$ cat config.mk
export PLATFORM = sky130hd
export DESIGN_NAME = stopwatch_controller
export DESIGN_NICKNAME = d
export VERILOG_FILES = /design/src/rtl/stopwatch_controller_pkg.sv /design/src/rtl/tick_generator.sv /design/src/rtl/stopwatch_controller.sv
export SDC_FILE = /design/constraint.sdc
export NUM_CORES = 1
export LEC_CHECK = 0
export ABC_AREA = 1
export CAP_MARGIN = 20
export CORE_ASPECT_RATIO = 1.5
export CORE_MARGIN = 5
export CORE_UTILIZATION = 40
export DETAILED_ROUTE_END_ITERATION = 8
export PLACE_DENSITY = 0.54
export SKIP_CTS_REPAIR_TIMING = 1
export SLEW_MARGIN = 40
export SYNTH_ARGS = -nofsm -noshare
export SYNTH_HDL_FRONTEND = slang
export SYNTH_SLANG_ARGS = --single-unit
$ cat constraint.sdc
create_clock -name clock -period 2.63 [get_ports clock]
set_input_delay 0.3945 -clock clock [delete_from_list [all_inputs] [get_ports clock]]
set_output_delay 0.3945 -clock clock [all_outputs]
set_load 0.01 [all_outputs]
$ cat src/rtl/stopwatch_controller_pkg.sv
// Shared definitions for the stopwatch slice: FSM encodings, count limits and defaults.
package stopwatch_controller_pkg;

    localparam logic [1:0] StIdle  = 2'd0;
    localparam logic [1:0] StRun   = 2'd1;
    localparam logic [1:0] StPause = 2'd2;
    localparam logic [1:0] StLap   = 2'd3;

    localparam int unsigned SecMax            = 59;
    localparam int unsigned DefaultTickDiv    = 50_000_000;
    localparam int unsigned DefaultMaxMinutes = 99;

    // The time base advances only while the stopwatch is live.
    function automatic logic is_counting(logic [1:0] st);
        return (st == StRun) || (st == StLap);
    endfunction

endpackage

$ cat src/rtl/tick_generator.sv
// Prescaler that divides the board clock down to a single-cycle tick every TICK_DIV cycles.
module tick_generator
    import stopwatch_controller_pkg::*;
#(
    parameter int unsigned TICK_DIV = DefaultTickDiv
) (
    input  logic clock,
    input  logic reset_n,
    input  logic enable,
    input  logic clear,
    output logic tick
);

    localparam int unsigned CntW = (TICK_DIV > 1) ? $clog2(TICK_DIV) : 1;
    localparam logic [CntW-1:0] CntMax = CntW'(TICK_DIV - 1);

    logic [CntW-1:0] cnt_q, cnt_d;

    assign tick = enable && !clear && (cnt_q == CntMax);

    always_comb begin
        cnt_d = cnt_q;
        if (clear) begin
            cnt_d = '0;
        end else if (enable) begin
            cnt_d = (cnt_q == CntMax) ? '0 : cnt_q + 1'b1;
        end
    end

    always_ff @(posedge clock or negedge reset_n) begin
        if (!reset_n) begin
            cnt_q <= '0;
        end else begin
            cnt_q <= cnt_d;
        end
    end

endmodule

$ cat src/rtl/stopwatch_controller.sv
// Stopwatch sequencer: run/pause/lap/idle control, mm:ss counters and registered display outputs.
module stopwatch_controller
    import stopwatch_controller_pkg::*;
#(
    parameter int unsigned TICK_DIV    = DefaultTickDiv,
    parameter int unsigned MAX_MINUTES = DefaultMaxMinutes
) (
    input  logic       clock,
    input  logic       reset_n,
    input  logic       start_stop_pulse,
    input  logic       lap_pulse,
    input  logic       clear_pulse,
    output logic [6:0] minutes_out,
    output logic [6:0] seconds_out,
    output logic       running,
    output logic       lap_active,
    output logic       overflow
);

    localparam logic [6:0] MinLimit = 7'(MAX_MINUTES);
    localparam logic [6:0] SecLimit = 7'(SecMax);

    logic [1:0] state_q, state_d;
    logic [6:0] sec_q, sec_d, min_q, min_d;
    logic [6:0] snap_sec_q, snap_sec_d, snap_min_q, snap_min_d;
    logic [6:0] disp_sec_d, disp_min_d;
    logic       ovf_q, ovf_d;
    logic       tick, presc_clear, at_limit, hit_limit;

    tick_generator #(
        .TICK_DIV (TICK_DIV)
    ) u_tick_generator (
        .clock   (clock),
        .reset_n (reset_n),
        .enable  (is_counting(state_q)),
        .clear   (presc_clear),
        .tick    (tick)
    );

    always_comb begin
        state_d     = state_q;
        sec_d       = sec_q;
        min_d       = min_q;
        snap_sec_d  = snap_sec_q;
        snap_min_d  = snap_min_q;
        ovf_d       = ovf_q;
        presc_clear = 1'b0;
        at_limit    = (min_q == MinLimit) && (sec_q == SecLimit);
        hit_limit   = tick && at_limit;

        // The tick lands first so any state change below sees the updated count.
        if (tick) begin
            if (at_limit) begin
                ovf_d = 1'b1;
            end else if (sec_q == SecLimit) begin
                sec_d = '0;
                min_d = min_q + 7'd1;
            end else begin
                sec_d = sec_q + 7'd1;
            end
        end

        case (state_q)
            StIdle: begin
                if (start_stop_pulse) begin
                    state_d     = StRun;
                    presc_clear = 1'b1;
                end
            end
            StRun: begin
                if (hit_limit || start_stop_pulse) begin
                    state_d = StPause;
                end else if (lap_pulse) begin
                    state_d    = StLap;
                    snap_sec_d = sec_d;
                    snap_min_d = min_d;
                end
            end
            StLap: begin
                if (hit_limit || start_stop_pulse) begin
                    state_d = StPause;
                end else if (lap_pulse) begin
                    state_d = StRun;
                end
            end
            StPause: begin
                if (clear_pulse) begin
                    state_d     = StIdle;
                    sec_d       = '0;
                    min_d       = '0;
                    snap_sec_d  = '0;
                    snap_min_d  = '0;
                    ovf_d       = 1'b0;
                    presc_clear = 1'b1;
                end else if (start_stop_pulse && !ovf_q) begin
                    state_d = StRun;
                end
            end
            default: state_d = StIdle;
        endcase

        if (state_d == StLap) begin
            disp_min_d = snap_min_d;
            disp_sec_d = snap_sec_d;
        end else begin
            disp_min_d = min_d;
            disp_sec_d = sec_d;
        end
    end

    always_ff @(posedge clock or negedge reset_n) begin
        if (!reset_n) begin
            state_q     <= StIdle;
            sec_q       <= '0;
            min_q       <= '0;
            snap_sec_q  <= '0;
            snap_min_q  <= '0;
            ovf_q       <= 1'b0;
            minutes_out <= '0;
            seconds_out <= '0;
        end else begin
            state_q     <= state_d;
            sec_q       <= sec_d;
            min_q       <= min_d;
            snap_sec_q  <= snap_sec_d;
            snap_min_q  <= snap_min_d;
            ovf_q       <= ovf_d;
            minutes_out <= disp_min_d;
            seconds_out <= disp_sec_d;
        end
    end

    assign running    = is_counting(state_q);
    assign lap_active = (state_q == StLap);
    assign overflow   = ovf_q;

endmodule

==> results.json, run 1 <==
{
  "status": "finished, final reports clean",
  "tritoncts": "yes",
  "met3_usage_pct": 3.03,
  "required_ns": 2.85,
  "finalInstanceArea_mm2": 0.00502,
  "totalWireLength_mm": 11.1,
  "antenna_found_initial": 0,
  "avgSynthCellArea_um2": 7.13,
  "maxSlewHeadroom_pct": 55.5,
  "synth-seq-cells": 71,
  "grt_max_degree": 72,
  "crit_fanout": 17,
  "htreeDepth": 3,
  "synth_cells": 602,
  "synth_area_mm2": 0.00429,
  "cp.arrival_ns": 2.54,
  "io_buffer_count": 21,
  "p_leak_nw": 2.51,
  "rsz0062_at_grt": "no",
  "intPower_w": 0.00292,
  "power_w": 0.00481,
  "viasPerCell": 5.01,
  "finalSetupViolCount": 0,
  "die_h_um": 137,
  "detail-route-antenna-nets": 0,
  "synth_edf_count": 0,
  "cp-end-kind": "flop",
  "max_freq_ghz": 0.432,
  "dr.first_iter.drc_count": 172,
  "min_path_type": "in -> async",
  "clock-root-buffer": "clkbuf_16",
  "grt_usage_pct": 18.5,
  "antenna_cells": 0,
  "grt_first_pass_wirelength_mm": 18.5,
  "areaGrowthSynthToFinish_pct": 17.1,
  "min_period_ns": 2.32,
  "synth.distinct_cells": 37,
  "async_reset_ff_share_pct": 100,
  "pwr-share-seq_pct": 31.3,
  "grt_pass1_vias": 3900,
  "hpwl_mm": 8.30,
  "start_kind": "flop",
  "combinationalPowerShare_pct": 41.4,
  "finalHoldViolations": 0,
  "max_cap_violations": 0,
  "busiest_layer": "met2",
  "netSwitchingPower_w": 0.00190,
  "rrSetupSlack_ns": 0.31,
  "initial_core_util_pct": 40.7,
  "fillers": 1056,
  "power.density_mw_per_mm2": 958,
  "grt_overflow_total": 0,
  "maxSlewViolCount": 0,
  "numCtsBuffers": 9,
  "power.share.switching_pct": 39.4,
  "ys_warn_count": 0,
  "clk_latency_ns": 0.33,
  "die_x_um": 94.6,
  "vias": 3904,
  "std_cell_rows": 46,
  "ios": 22,
  "whs_ns": 0.0760,
  "yosysSeqAreaShare_pct": 41.4,
  "synth_ff_type": "dfrtp_1",
  "drive_gt1_share_pct": 8.50,
  "drc": 0,
  "core_mm2": 0.0105,
  "crit_type": "reg -> reg",
  "cts.sinks": 71,
  "placed_area_mm2": 0.00469,
  "met1_usage_pct": 20.3,
  "firstDrtPassIters": 7,
  "gr-usage-met2_pct": 33.1,
  "path_clk_slew_ns": 0.06,
  "layout.nets": 642,
  "fin_crit_sh_pct": 88.1,
  "skew_ns": 0.00558,
  "timing.setup.tns_ns": 0,
  "max-vdd-ir-drop_uv": 430,
  "wl_per_cell_um": 14.3,
  "syn_nets": 614,
  "p_clk_share_pct": 27.3,
  "place.gp.congestion": 0.877,
  "finish.utilization_pct": 47.7,
  "die_area_mm2": 0.0129,
  "clockBufferDepth": 2,
  "worstMarginPinSlew_ns": 0.668
}
[placed cells by master (no fill, tap or decap), types with 8 or more instances in the layout]
master,n
clkdlybuf4s50_1,20
nor3_1,10
inv_1,88
a21oi_1,9
nand3_1,44
o22ai_1,8
nand2_1,194
clkbuf_16,9
dfrtp_1,71
nor2_1,45
buf_4,12
o21ai_0,46
nand4_1,12
xor2_1,8
[per-layer routing]
metal | vias up | part of all wire (%) | routed length, µm
met2 | 66 | 52 | 5800
met3 | 32 | 2.4 | 268
met1 | 1837 | 40 | 4480
met5 | - | 0 | 0
li1 | 1969 | - | -
met4 | 0 | 5.2 | 582
[final cells by class]
class / count / area [µm²] / area share (%)
clock buffer: 14 / 294 / 5.85
clock inverter: 2 / 35.0 / 0.697
inverter: 91 / 343 / 6.82
multi-input combinational: 424 / 2090 / 41.7
sequential: 71 / 1780 / 35.4
tap: 144 / 180 / 3.59
timing repair buffer: 33 / 302 / 6.00
[path summary, 6_finish.rpt]
check                              start                        end  depth (start not counted)
max reg2reg                   state_q[0]             minutes_out[3]                         15
min in group clock         snap_sec_q[6]              snap_sec_q[6]                          2
min                              reset_n  u_tick_generator.cnt_q[4]                          1
min reg2reg                snap_sec_q[6]              snap_sec_q[6]                          2
max                           state_q[0]             minutes_out[3]                         15
max in group asynchronous        reset_n              snap_min_q[2]                          1
[power by group through the flow]
stage	logic, W	clock network [W]	registers, W
floorplan	0.00126	0	0.00153
global placement	0.00199	0	0.00152
global route	0.00225	0.00138	0.00154
detailed placement	0.00200	0	0.00152
finish	0.00199	0.00132	0.00151
CTS	0.00201	0.00134	0.00151
[cells in the mapped netlist (4+ instances only)]
cell	n	area (µm²)
nand4_1	12	75.1
nand3_1	44	220
dfrtp_1	71	1780
a21boi_1	4	30.0
xor2_1	8	70.1
buf_2	5	25.0
nor3_1	10	50.1
clkbuf_1	7	26.3
a21boi_2	6	67.6
o21ai_0	48	240
inv_1	88	330
nor2_1	45	169
o22ai_1	8	50.1
a21oi_1	9	45.0
o21ai_1	4	20.0
nand2_1	195	732
ha_1	7	87.6
[state kept, by name (all words and copies together), names as in the netlist]
register and cells:
overflow 1, state_q 2, snap_min_q 7, seconds_out 7, min_q 7, minutes_out 7
sec_q 7, snap_sec_q 7, u_tick_generator.cnt_q 26
[critical path, stage by stage (launching register included)]
cell and delay [ns]:
dfrtp_1 0.44, inv_1 0.11, ha_1 0.25, nand2_1 0.08
nand2_1 0.09, nor2_2 0.11, inv_1 0.07, nor3_4 0.17
buf_4 0.24, nand2_1 0.08, o21ai_0 0.13, nand2_1 0.16
nand2_1 0.10, a21boi_2 0.06, nand3_1 0.06, nand2_1 0.05
[cells by family (layout without fill, tap and decap cells)]
kind of cell	Yosys count	in the layout	synth area share (%)
simple gates	322	322	32.8
buf+inv	107	140	9.97
compound gates	85	85	11.7
flops	71	71	41.4
xor+xnor	10	10	2.04
fa+ha+maj	7	7	2.04
[through the flow]
stage               setup WS [ns]  cells
floorplan                   0.453    602
global placement            0.127    763
detailed placement          0.138    763
CTS                         0.156    779
global route               0.0409    779
finish                      0.314    779
Power figures use the tool's default switching activity.
==> inputs of run 2 (changes only) <==
--- a/config.mk
+++ b/config.mk
@@ -9,10 +9,11 @@
 export CAP_MARGIN = 20
 export CORE_ASPECT_RATIO = 1.5
 export CORE_MARGIN = 5
-export CORE_UTILIZATION = 40
+export CORE_UTILIZATION = 60
 export DETAILED_ROUTE_END_ITERATION = 8
-export PLACE_DENSITY = 0.54
+export PLACE_DENSITY = 0.77
 export SKIP_CTS_REPAIR_TIMING = 1
+export SKIP_LAST_GASP = 1
 export SLEW_MARGIN = 40
 export SYNTH_ARGS = -nofsm -noshare
 export SYNTH_HDL_FRONTEND = slang
==> results.json, run 2 (same netlist as run 1, synthesis figures left out) <==
{
  "die_x_um": 79.0,
  "dr.first_iter.drc_count": 204,
  "crit_type": "reg -> reg",
  "cpPeakStageDelay_ns": 0.39,
  "p_leak_nw": 2.44,
  "rsz0062_at_grt": "yes",
  "crit_slowest_cell": "dfrtp_1",
  "grt_first_pass_wirelength_mm": 17.7,
  "max_cap_violations": 0,
  "r2r.worst_path.cells": 14,
  "die_h_um": 114,
  "path_clk_slew_ns": 0.07,
  "largest_reg_flops": 26,
  "htreeDepth": 3,
  "layout_common_cells": "nand2_1 (194), inv_1 (88), dfrtp_1 (71), nor2_1 (45), o21ai_0 (45)",
  "cp_num_cells": 14,
  "std_cell_rows": 37,
  "skew_ns": 0.00935,
  "max-vdd-ir-drop_uv": 621,
  "firstDrtPassIters": 5,
  "start_kind": "flop",
  "maxSlewViolCount": 0,
  "vias": 3966,
  "tritoncts": "yes",
  "multi_input_area_mm2": 0.00209,
  "largest-register": "u_tick_generator.cnt_q",
  "totalWireLength_mm": 10.6,
  "viasPerCell": 5.55,
  "min_path_type": "in -> async",
  "final_common_cell": "nand2_1",
  "grt_usage_pct": 25.2,
  "grt_overflow_total": 0,
  "maxSlewHeadroom_pct": 50.9,
  "clockBufferDepth": 2,
  "detail-route-antenna-nets": 0,
  "cts.sinks": 71,
  "drive_gt1_share_pct": 8.79,
  "layoutNonFillerInstCount": 715,
  "status": "finished, final reports clean",
  "worstMarginPinSlew_ns": 0.736,
  "placed_area_mm2": 0.00460,
  "cp-end-kind": "flop",
  "required_ns": 2.87,
  "ios": 22,
  "layout.nets": 644,
  "max_freq_ghz": 0.410,
  "crit_buf_inv": 0,
  "crit_chain": "ha_1, nand3_1, nor2_1, nand2_1, nor2_2, nand3_4, nand3_1, nand2_1, nand3_1, nand2_1, nand2_4, nand2_2, nand2_1, nand2_1",
  "power_w": 0.00438,
  "areaGrowthSynthToFinish_pct": 12.5,
  "hpwl_mm": 7.91,
  "finalInstanceArea_mm2": 0.00483,
  "place.gp.congestion": 0.941,
  "antenna_cells": 0,
  "finalSetupViolCount": 0,
  "r2r-start": "u_tick_generator.cnt_q[0]",
  "grt_max_degree": 42,
  "cp.arrival_ns": 2.67,
  "clock-root-buffer": "clkbuf_8",
  "fillers": 584,
  "die_area_mm2": 0.00898,
  "startpoint": "u_tick_generator.cnt_q[0]",
  "core_mm2": 0.00690,
  "io_buffer_count": 21,
  "critPathTopFamily": "simple AND/OR/NAND/NOR gates",
  "finish.utilization_pct": 70.0,
  "rrSetupSlack_ns": 0.19,
  "wl_per_cell_um": 14.8,
  "grt_pass1_vias": 3842,
  "critPathCapture": "seconds_out[0]",
  "clk_latency_ns": 0.36,
  "antenna_found_initial": 0,
  "initial_core_util_pct": 62.2,
  "numCtsBuffers": 9,
  "drc": 0,
  "cp_common_cell": "nand2_1",
  "layout.area.seq_mm2": 0.00178,
  "fin_crit_sh_pct": 92.7,
  "crit_fanout": 16,
  "dp_cells": 696,
  "rr_endpoint": "seconds_out[0]",
  "min_period_ns": 2.44,
  "power.density_mw_per_mm2": 907,
  "finalHoldViolations": 0
}
## run 2: changes by cell type in the layout (fill, tap and decap cells not counted), moves of 2 or more
cell	change
clkbuf_16	-9
clkbuf_8	+5
clkinv_2	+2
clkinvlp_4	+2
## run 2: worst reg2reg max path: cells and delay by family, from the launching register on
family | cells | cell delay, ns
simple gates | 13 | 1.71
fa+ha+maj | 1 | 0.22
flops | 1 | 0.39
## run 2: final cells by class
class	count	share of cell area [%]
inverters	91	7.10
multi-input cells	424	43.3
well taps	78	2.02
repair buffers	35	6.69
clock buffers	10	2.85
flip-flops and latches	71	36.8
clock inverters	6	1.24
## run 2: how the worst min path moves through the flow
stage,slack [ns],endpoint
after global placement,0.48,u_tick_generator.cnt_q[3]
after CTS,0.10,state_q[0]
after floorplan,0.1,min_q[0]
after detailed placement,0.49,u_tick_generator.cnt_q[3]
final,0.1,u_tick_generator.cnt_q[4]
after global routing,0.14,u_tick_generator.cnt_q[4]
## run 2: stage by stage
stage / worst slack (ns) / hold WS [ns] / TNS (ns)
after CTS: 0.00329 / 0.103 / 0
after global routing: -0.0220 / 0.142 / -0.0281
after detailed placement: 0.0175 / 0.488 / 0
after floorplan: 0.453 / 0.0989 / 0
final: 0.192 / 0.0977 / 0
after global placement: 0.0253 / 0.479 / 0
## run 2: per-layer routing
metal  up-vias  wire length, µm  global-route usage, %
met4         0              473                   13.5
met5         -                0                      0
met1      1848             3960                   27.6
met3        41              441                   4.42
li1       1979                -                      -
met2        98             5690                   45.4
## run 2: power breakdown
group | internal [W] | total, W | leakage, nW | switching [W]
Combinational | 0.000713 | 0.00200 | 1.38 | 0.00129
Clock | 0.000458 | 0.000870 | 0.0981 | 0.000412
Sequential | 0.00134 | 0.00151 | 0.971 | 0.000170
==> inputs of run 3 (changes only) <==
--- a/config.mk
+++ b/config.mk
@@ -8,7 +8,6 @@
 export ABC_AREA = 1
 export CAP_MARGIN = 20
 export CORE_ASPECT_RATIO = 1.5
-export CORE_MARGIN = 5
 export CORE_UTILIZATION = 60
 export DETAILED_ROUTE_END_ITERATION = 8
 export PLACE_DENSITY = 0.77
==> results.json, run 3 (same netlist as run 1, synthesis figures left out) <==
{
  "crit_chain": "ha_1, nand3_1, nor2_1, nand2_1, nor2_2, nand2_1, o21ai_1, nor2_1, nand2_1, nand2_1",
  "clock-root-buffer": "clkbuf_8",
  "whs_ns": -0.0282,
  "violations": "negative hold slack",
  "crit_type": "reg -> reg",
  "path_clk_slew_ns": 0.08,
  "crit_slowest_cell": "o21ai_1",
  "cp.arrival_ns": 2.77,
  "clk_latency_ns": 0.36,
  "layout_common_cells": "nand2_1 (195), inv_1 (88), dfrtp_1 (71), o21ai_0 (46), nor2_1 (45)",
  "hpwl_mm": 7.81,
  "numCtsBuffers": 9,
  "drc": 0,
  "power.density_mw_per_mm2": 917,
  "p_leak_nw": 2.44,
  "largest-register": "u_tick_generator.cnt_q",
  "timing.setup.tns_ns": 0,
  "finalHoldViolations": 18,
  "htreeDepth": 3,
  "viasPerCell": 5.69,
  "drive_gt1_share_pct": 8.35,
  "antenna_cells": 0,
  "core_mm2": 0.00690,
  "cp_common_cell": "nand2_1",
  "placed_area_mm2": 0.00460,
  "cts.sinks": 71,
  "vias": 4057,
  "die_h_um": 106,
  "r2r.worst_path.cells": 10,
  "die_x_um": 71.0,
  "firstDrtPassIters": 5,
  "initial_core_util_pct": 62.2,
  "crit_fanout": 12,
  "place.gp.congestion": 0.917,
  "rr_endpoint": "seconds_out[5]",
  "clockBufferDepth": 2,
  "final_common_cell": "nand2_1",
  "dp_cells": 697,
  "fin_crit_sh_pct": 95.7,
  "std_cell_rows": 37,
  "areaGrowthSynthToFinish_pct": 12.0,
  "dr.first_iter.drc_count": 201,
  "r2r-start": "u_tick_generator.cnt_q[0]",
  "grt_max_degree": 29,
  "cpPeakStageDelay_ns": 0.44,
  "maxSlewHeadroom_pct": 61.7,
  "totalWireLength_mm": 10.8,
  "rsz0062_at_grt": "yes",
  "status": "finished, violations left",
  "max_cap_violations": 0,
  "die_area_mm2": 0.00750,
  "grt_pass1_vias": 3939,
  "wl_per_cell_um": 15.2,
  "worstMarginPinSlew_ns": 0.574,
  "skew_ns": 0.00977,
  "required_ns": 2.89,
  "min_path_type": "in -> async",
  "grt_overflow_total": 0,
  "grt_first_pass_wirelength_mm": 17.8,
  "layoutNonFillerInstCount": 713,
  "antenna_found_initial": 0,
  "ios": 22,
  "maxSlewViolCount": 0,
  "grt_usage_pct": 31.0,
  "layout.nets": 642,
  "finalSetupViolCount": 0,
  "tritoncts": "yes",
  "finalInstanceArea_mm2": 0.00480,
  "max-vdd-ir-drop_uv": 755,
  "critPathTopFamily": "simple AND/OR/NAND/NOR gates",
  "min_period_ns": 2.52,
  "rrSetupSlack_ns": 0.11,
  "cp-end-kind": "flop",
  "crit_buf_inv": 0,
  "detail-route-antenna-nets": 0,
  "largest_reg_flops": 26,
  "start_kind": "flop",
  "max_freq_ghz": 0.397,
  "io_buffer_count": 21
}
run 3: cell types whose count changed in the layout (fill, tap and decap cells not counted):
cell	before	now
buf_4	13	12
clkinv_2	4	2
nand2_1	194	195
inv_6	0	1
nand2_2	3	2
o21ai_1	7	6
buf_12	1	0
clkinv_4	0	2
o21ai_0	45	46
clkinvlp_4	2	1
run 3: per-layer routing:
layer  track usage (%)  routed length, µm  vias to the layer above
li1                  -                  -                     1967
met1              32.1               4060                     1920
met2              55.9               5720                      132
met3              5.83                525                       38
met4              20.3                519                        0
met5                 0                  0                        -
run 3: per-stage QoR:
step	util, %	total power (W)	worst slack, ns
finish	69.7	0.00440	0.114
global route	69.7	0.00470	-0.0247
CTS	69.7	0.00440	-0.0986
detailed placement	66.7	0.00349	-0.0120
global placement	66.7	0.00344	0.0200
floorplan	-	0.00278	0.453
run 3: worst max-delay path by stage:
stage	to	startpoint	slack (ns)	depth (start not counted)
3_5_place_dp	seconds_out[5]	start_stop_pulse	-0.01	9
3_3_place_gp	seconds_out[5]	start_stop_pulse	0.02	9
6_report	seconds_out[5]	u_tick_generator.cnt_q[0]	0.11	10
5_1_grt	seconds_out[4]	u_tick_generator.cnt_q[0]	-0.02	12
4_1_cts	seconds_out[5]	u_tick_generator.cnt_q[0]	-0.1	10
2_1_floorplan	seconds_out[0]	state_q[1]	0.45	15
run 3: layout make-up:
class                           count  area, µm²
Sequential cell                    71       1780
Tap cell                           78       97.6
Inverter                           91        343
Clock inverter                      6       68.8
Timing Repair Buffer               33        295
Multi-Input combinational cell    424       2090
Clock buffer                       10        138
Fill cell                         562       2090
run 3: where the power goes:
part	switching, W	internal [W]
clock network	0.000437	0.000468
logic	0.00128	0.000694
registers	0.000185	0.00134
total	0.00190	0.00250
